### src/rtl/alu_uart_interface_pkg.sv
// Shared definitions for the ALU/UART byte-protocol slice.
//   - ALU opcode constants (6-bit, MIPS-style function codes)
//   - FSM state encoding for alu_uart_interface
//   - helper that classifies which states refuse incoming rx bytes
package alu_uart_interface_pkg;

  localparam int ALU_NB_OP = 6;

  localparam logic [ALU_NB_OP-1:0] OP_ADD = 6'b100000;
  localparam logic [ALU_NB_OP-1:0] OP_SUB = 6'b100010;
  localparam logic [ALU_NB_OP-1:0] OP_AND = 6'b100100;
  localparam logic [ALU_NB_OP-1:0] OP_OR  = 6'b100101;
  localparam logic [ALU_NB_OP-1:0] OP_XOR = 6'b100110;
  localparam logic [ALU_NB_OP-1:0] OP_SRA = 6'b000011;
  localparam logic [ALU_NB_OP-1:0] OP_SRL = 6'b000010;
  localparam logic [ALU_NB_OP-1:0] OP_NOR = 6'b100111;

  typedef enum logic [2:0] {
    ST_OP1     = 3'd0,
    ST_OP2     = 3'd1,
    ST_OPC     = 3'd2,
    ST_CAPTURE = 3'd3,
    ST_SEND    = 3'd4,
    ST_WAIT    = 3'd5
  } state_t;

  // States in which a result is in flight and rx bytes are discarded.
  function automatic logic is_busy_state(input state_t s);
    return (s == ST_CAPTURE) || (s == ST_SEND) || (s == ST_WAIT);
  endfunction

endpackage

### src/rtl/alu_uart_interface.sv
// alu_uart_interface: collects operand1, operand2 and opcode bytes from a
// UART receiver, presents them registered to an external combinational ALU,
// captures the ALU result and hands it to a UART transmitter.
//
// Ports
//   i_clk        : clock, all logic on the rising edge
//   i_reset      : synchronous active-high reset
//   i_rx_data    : received byte          i_rx_valid : one-cycle qualifier
//   o_operand1   : registered operand 1   o_operand2 : registered operand 2
//   o_opcode     : registered opcode (low NB_OP bits of the third byte)
//   i_alu_result : combinational ALU result
//   o_tx_data    : captured result byte   o_tx_start : one-cycle launch pulse
//   i_tx_busy    : transmitter occupied   i_tx_done  : end-of-transmission pulse
//   o_busy       : high while a result is being captured/sent
module alu_uart_interface
  import alu_uart_interface_pkg::*;
#(
  parameter int NB_DATA = 8,
  parameter int NB_OP   = 6
) (
  input  logic               i_clk,
  input  logic               i_reset,
  input  logic [NB_DATA-1:0] i_rx_data,
  input  logic               i_rx_valid,
  output logic [NB_DATA-1:0] o_operand1,
  output logic [NB_DATA-1:0] o_operand2,
  output logic [NB_OP-1:0]   o_opcode,
  input  logic [NB_DATA-1:0] i_alu_result,
  output logic [NB_DATA-1:0] o_tx_data,
  output logic               o_tx_start,
  input  logic               i_tx_busy,
  input  logic               i_tx_done,
  output logic               o_busy
);

  state_t state_q;
  state_t state_d;

  logic ld_op1;
  logic ld_op2;
  logic ld_opc;
  logic ld_res;

  // State register
  always_ff @(posedge i_clk) begin
    if (i_reset) begin
      state_q <= ST_OP1;
    end else begin
      state_q <= state_d;
    end
  end

  // Next-state logic
  always_comb begin
    state_d = state_q;
    case (state_q)
      ST_OP1:     if (i_rx_valid) state_d = ST_OP2;
      ST_OP2:     if (i_rx_valid) state_d = ST_OPC;
      ST_OPC:     if (i_rx_valid) state_d = ST_CAPTURE;
      // The ALU has had one full cycle on the registered operands here.
      ST_CAPTURE: state_d = ST_SEND;
      ST_SEND:    if (!i_tx_busy) state_d = ST_WAIT;
      ST_WAIT:    if (i_tx_done) state_d = ST_OP1;
      default:    state_d = ST_OP1;
    endcase
  end

  // Output / load-enable decode
  always_comb begin
    ld_op1     = (state_q == ST_OP1) && i_rx_valid;
    ld_op2     = (state_q == ST_OP2) && i_rx_valid;
    ld_opc     = (state_q == ST_OPC) && i_rx_valid;
    ld_res     = (state_q == ST_CAPTURE);
    // Mealy so the launch lands in the same cycle the transmitter frees up.
    o_tx_start = (state_q == ST_SEND) && !i_tx_busy;
    o_busy     = is_busy_state(state_q);
  end

  // Operand, opcode and result registers
  always_ff @(posedge i_clk) begin
    if (i_reset) begin
      o_operand1 <= '0;
      o_operand2 <= '0;
      o_opcode   <= '0;
      o_tx_data  <= '0;
    end else begin
      if (ld_op1) o_operand1 <= i_rx_data;
      if (ld_op2) o_operand2 <= i_rx_data;
      if (ld_opc) o_opcode   <= i_rx_data[NB_OP-1:0];
      if (ld_res) o_tx_data  <= i_alu_result;
    end
  end

endmodule

### config.mk
export PLATFORM = sky130hd
export DESIGN_NAME = alu_uart_interface
export DESIGN_NICKNAME = d
export VERILOG_FILES = /design/src/rtl/alu_uart_interface_pkg.sv /design/src/rtl/alu_uart_interface.sv
export SDC_FILE = /design/constraint.sdc
export NUM_CORES = 1
export LEC_CHECK = 0
export ABC_AREA = 1
export ABC_CLOCK_PERIOD_IN_PS = 1200
export CORE_MARGIN = 1.5
export CORE_UTILIZATION = 37
export DETAILED_ROUTE_END_ITERATION = 6
export MAX_ROUTING_LAYER = met4
export PLACE_DENSITY_LB_ADDON = 0.25
export SLEW_MARGIN = 20
export SYNTH_ARGS = -nofsm -noshare
export SYNTH_HDL_FRONTEND = slang
export SYNTH_SLANG_ARGS = --single-unit
### constraint.sdc
create_clock -name i_clk -period 1.2 [get_ports i_clk]
set_clock_uncertainty 0.05 [all_clocks]
set_input_delay 0.18 -clock i_clk [delete_from_list [all_inputs] [get_ports i_clk]]
set_output_delay 0.18 -clock i_clk [all_outputs]
set_load 0.05 [all_outputs]
# After elaboration in Yosys (flattened, before gate mapping)
# Index checks and enable logic that the tools add are counted.
[classes]
n_mux = 6
n_eq_ne = 10
reduce_logical = 9
[op_table]
columns = ["cell", "count"]
rows = [
  ["one-hot mux 3 bit (6 select lines)", 1],
  ["two-way mux 3 bit", 5],
  ["inequality test 2 bit, second input constant", 5],
  ["== test 3 x 2 -> 1 bit, second input constant", 2],
  ["== test 3 bit, second input constant", 2],
  ["AND reduction 5 bit", 1],
  ["logical AND 1 bit", 4],
  ["== test 3 x 1 -> 1 bit, second input constant", 1],
  ["zero test 3 bit", 1],
  ["logical OR 1 bit", 2],
  ["zero test 1 bit", 1],
]
[totals]
input_bits = 21
word_cells = 30
register_bits = 33
out_inout_bits = 32

# Depth between registers and ports, before layout
[depth]
word_depth = 3
mapped_depth = 7
mapped_depth_nobuf = 7

# Least setup slack after synthesis
# No wires, ideal clock.
[synth_path]
path_kind = "register to output"
start = "reg state_q[1]"
end = "out o_tx_start"
t_required_ns = 0.970
path_stages_with_launch = 4
arrival_ns = 1.256
slack_ns = -0.286
n_path_buf = 0
cell_sequence = "dfxtp_1 -> nor2_2 -> nand2_1 -> nor2_1"
[synth_between]
elab_chain_len = 2
[synth_lines]
columns = ["item", "line", "source"]
rows = [
  ["from (decl)", "alu_uart_interface.sv:36", "state_t state_q;"],
  ["from (signal assigned)", "alu_uart_interface.sv:49", "state_q <= state_d;"],
  ["== test 3 bit", "alu_uart_interface.sv:75", "o_tx_start = (state_q == ST_SEND) && !i_tx_busy;"],
  ["logical AND 1 bit", "alu_uart_interface.sv:75", ""],
  ["to (decl)", "alu_uart_interface.sv:30", "output logic o_tx_start,"],
]
# Every way passes these cells.

# Final worst setup path
[layout_path]
start = "reg state_q[0]"
end = "out o_busy"
[layout_between]
elab_chain_len = 3
word_cells_on_any_way = 5
cone_classes = "eq/ne (3); reduce/logical (2)"
[layout_lines]
columns = ["item", "line", "source"]
rows = [
  ["== test 3 x 2 -> 1 bit / == test 3 bit (equally long branches)", "alu_uart_interface_pkg.sv:29", "return (s == ST_CAPTURE) || (s == ST_SEND) || (s == ST_WAIT);"],
  ["logical OR 1 bit", "alu_uart_interface_pkg.sv:29", ""],
  ["logical OR 1 bit *", "alu_uart_interface_pkg.sv:29", ""],
  ["to (decl)", "alu_uart_interface.sv:33", "output logic o_busy"],
]
# Mark *: on every way between the ends. The rest lies on a longest branch, timed or not.

==> key figures <==
Global routing
  – All-Layer GR Usage: 0.210
  – Vias in the first global route: 1,303
  – Antenna violations before repair: 0
  – Grt ovf: 0
  – First-pass GRT wire length: 5640 um
  – Largest net degree at the start of global routing: 33

Pwr
  – PwrDens: 1420 nW/um^2
  – Worst vdd ir: 0.972 mV
  – Leak pwr: 1.10 nW
  – Tot Pwr: 3.79 mW

Die
  – Row cnt: 21
  – Core area: 3340 sq um
  – I/O pin count: 53
  – Die height: 61.8 um
  – Initial Util: 0.383
  – Die area: 3810 sq um
  – Die W: 61.8 um

Detailed routing
  – Vias per cell: 4.85
  – Final WL: 4320 um
  – Vias: 1,421
  – DRC: 0
  – Drt wl/cell: 14.7 um
  – Initial DRC Count: 47
  – 1st-pass router iterations: 4
  – Antenna Nets Post-Route: 0

Job
  – Max-cap violations: 0

Clock tree
  – CTS tree: done
  – Clk slew on worst S/H paths: 0.11 ns
  – # clock sinks: 33
  – Max Buffers Root-to-Sink: 2
  – CTS root buf: clkbuf_4
  – Total CTS buffers: 5
  – Clock Latency Late Sink: 0.33 ns
  – H-tree levels: 2

Critical path
  – CP bufs+invs: 3
  – Worst setup EP type: primary output
  – Slowest cell delay on critical path: 0.41 ns
  – Crit Path Class: reg2out
  – Crit start category: register
  – Crit-path slowest cell: dfxtp_4
  – CP Cell Sequence: inv_4 > nor2_4 > buf_6 > nand2_4 > nand3_4 > buf_12
  – Critical path arrival: 1.25 ns
  – Largest delay share family, worst path: flip-flops
  – Req. time, crit path: 0.97 ns
  – Crit Path Max Fanout: 4

Yosys
  – Syn_area_per_cell: 7.60 sq um
  – Synth Register Bits: 33
  – Synth warn: 0
  – Post-Syn Area: 1280 sq um
  – Register area share after synthesis: 0.517
  – Synthesized instance count: 168
  – Net Count, Synth: 189
  – Post-synth cell types: 19

Timing
  – Period Utilization, post-route: 1.23
  – RSZ-0062 raised after global routing: true
  – Slew headroom: 0.773
  – Clock period minus worst slack: 1.48 ns
  – Peak Freq: 675 MHz
  – Final Max Tran Viols: 0
  – Smallest setup slack after layout: -0.280 ns
  – Hold Fails Final Rpt: 0
  – Worst hold slack: 0.302 ns
  – Setup violators final: 32
  – Worst-Margin Slew: 0.340 ns

Layout
  – Multi-input gate area: 744 sq um
  – Layout cell share with drive strength beyond 1: 0.462
  – Sequential cell area: 669 sq um
  – N_diodes: 0
  – Post-layout util: 0.798
  – Fill count: 197
  – Non-Filler Instances: 293
  – Area growth, synth to finish: 108%
  – Most frequent cells in the layout: nor2_1, buf_12, dfxtp_1
  – Nets: 267

Placed design
  – Placed Instances: 271
  – Hpwl dp: 2350 um
  – Final GP Congestion: 0.815
  – PortBufs: 52

Outcome
  – Status: finished with violations
  – Failing checks: negative setup slack

Hold path
  – Hold Path Class: in2reg
[synthesized netlist by cell type, drive strengths merged]
library cell   n  share of area
nor2          54           0.18
dfxtp         33           0.52
o21ai         30           0.12
inv           17          0.052
nand2         11          0.034
a21oi          9          0.035
nand3          6          0.027
clkbuf         3         0.0088
buf            2         0.0098
nand4          2         0.0098
a21o           1         0.0069
[sequential cells by signal, indices dropped and copies added, names as in the netlist]
name        cells
state_q         3
o_operand1      8
o_tx_data       8
o_operand2      8
o_opcode        6
[logic make-up (layout without fill, tap and decap cells)]
logic type,after synthesis,after routing,synth area share
flip-flops,33,33,0.517
AO/OA/AOI/OAI,40,40,0.160
AND/OR/NAND/NOR,73,75,0.253
buffers and inverters,22,99,0.0705
[final timing paths]
check | startpoint | end | slack, ns | cells after the start
worst max-delay path | state_q[0] | o_busy | -0.28 | 6
worst min-delay path | i_rx_valid | o_operand1[4] | 0.30 | 3
worst max register to register | state_q[0] | o_operand2[5] | -0.23 | 9
worst min register to register | o_operand1[0] | o_operand1[0] | 0.44 | 2
[power breakdown]
group	leakage, nW	switching (mW)	total [mW]	internal (mW)
Combinational	0.802	0.936	1.78	0.846
Clock	0.0310	0.395	0.616	0.221
Sequential	0.271	0.160	1.39	1.23
Total	1.10	1.49	3.79	2.30
[metrics by stage]
stage,TNS (ns),worst slack [ns],instance area [sq um]
2_1_floorplan,0,0.0161,1300
3_3_place_gp,-5.44,-0.275,2260
3_5_place_dp,-5.88,-0.283,2260
4_1_cts,-1.39,-0.273,2460
5_1_grt,-5.42,-0.341,2660
6_report,-3.43,-0.280,2660
[timing repair]
item	CTS	global route
pin swaps	7	7
endpoints found under the setup margin	33	35
hold buffers	0	0
resized for setup	30	50
setup buffers	8	4
cloned	1	2
[worst min-delay path, cell delays in order]
cell and delay, ns:
dlymetal6s2s_1 0.22, nand3_4 0.18, a21oi_1 0.07
[per-layer routing]
metal | GRT usage | part of all wire | vias up
met1 | 0.247 | 0.42 | 652
li1 | - | - | 700
met3 | 0.0600 | 0.057 | 11
met4 | 0.0881 | 0.030 | 0
met2 | 0.337 | 0.49 | 58
met5 | - | 0 | -
[final cells by class]
type | instances | share of cell area
repair buffers | 74 | 0.395
multi-input cells | 115 | 0.280
flip-flops and latches | 33 | 0.251
inverters | 17 | 0.0315
well taps | 46 | 0.0216
clock buffers | 5 | 0.0141
clock inverters | 3 | 0.00658
Note: power is estimated with default switching activity, not from simulation.
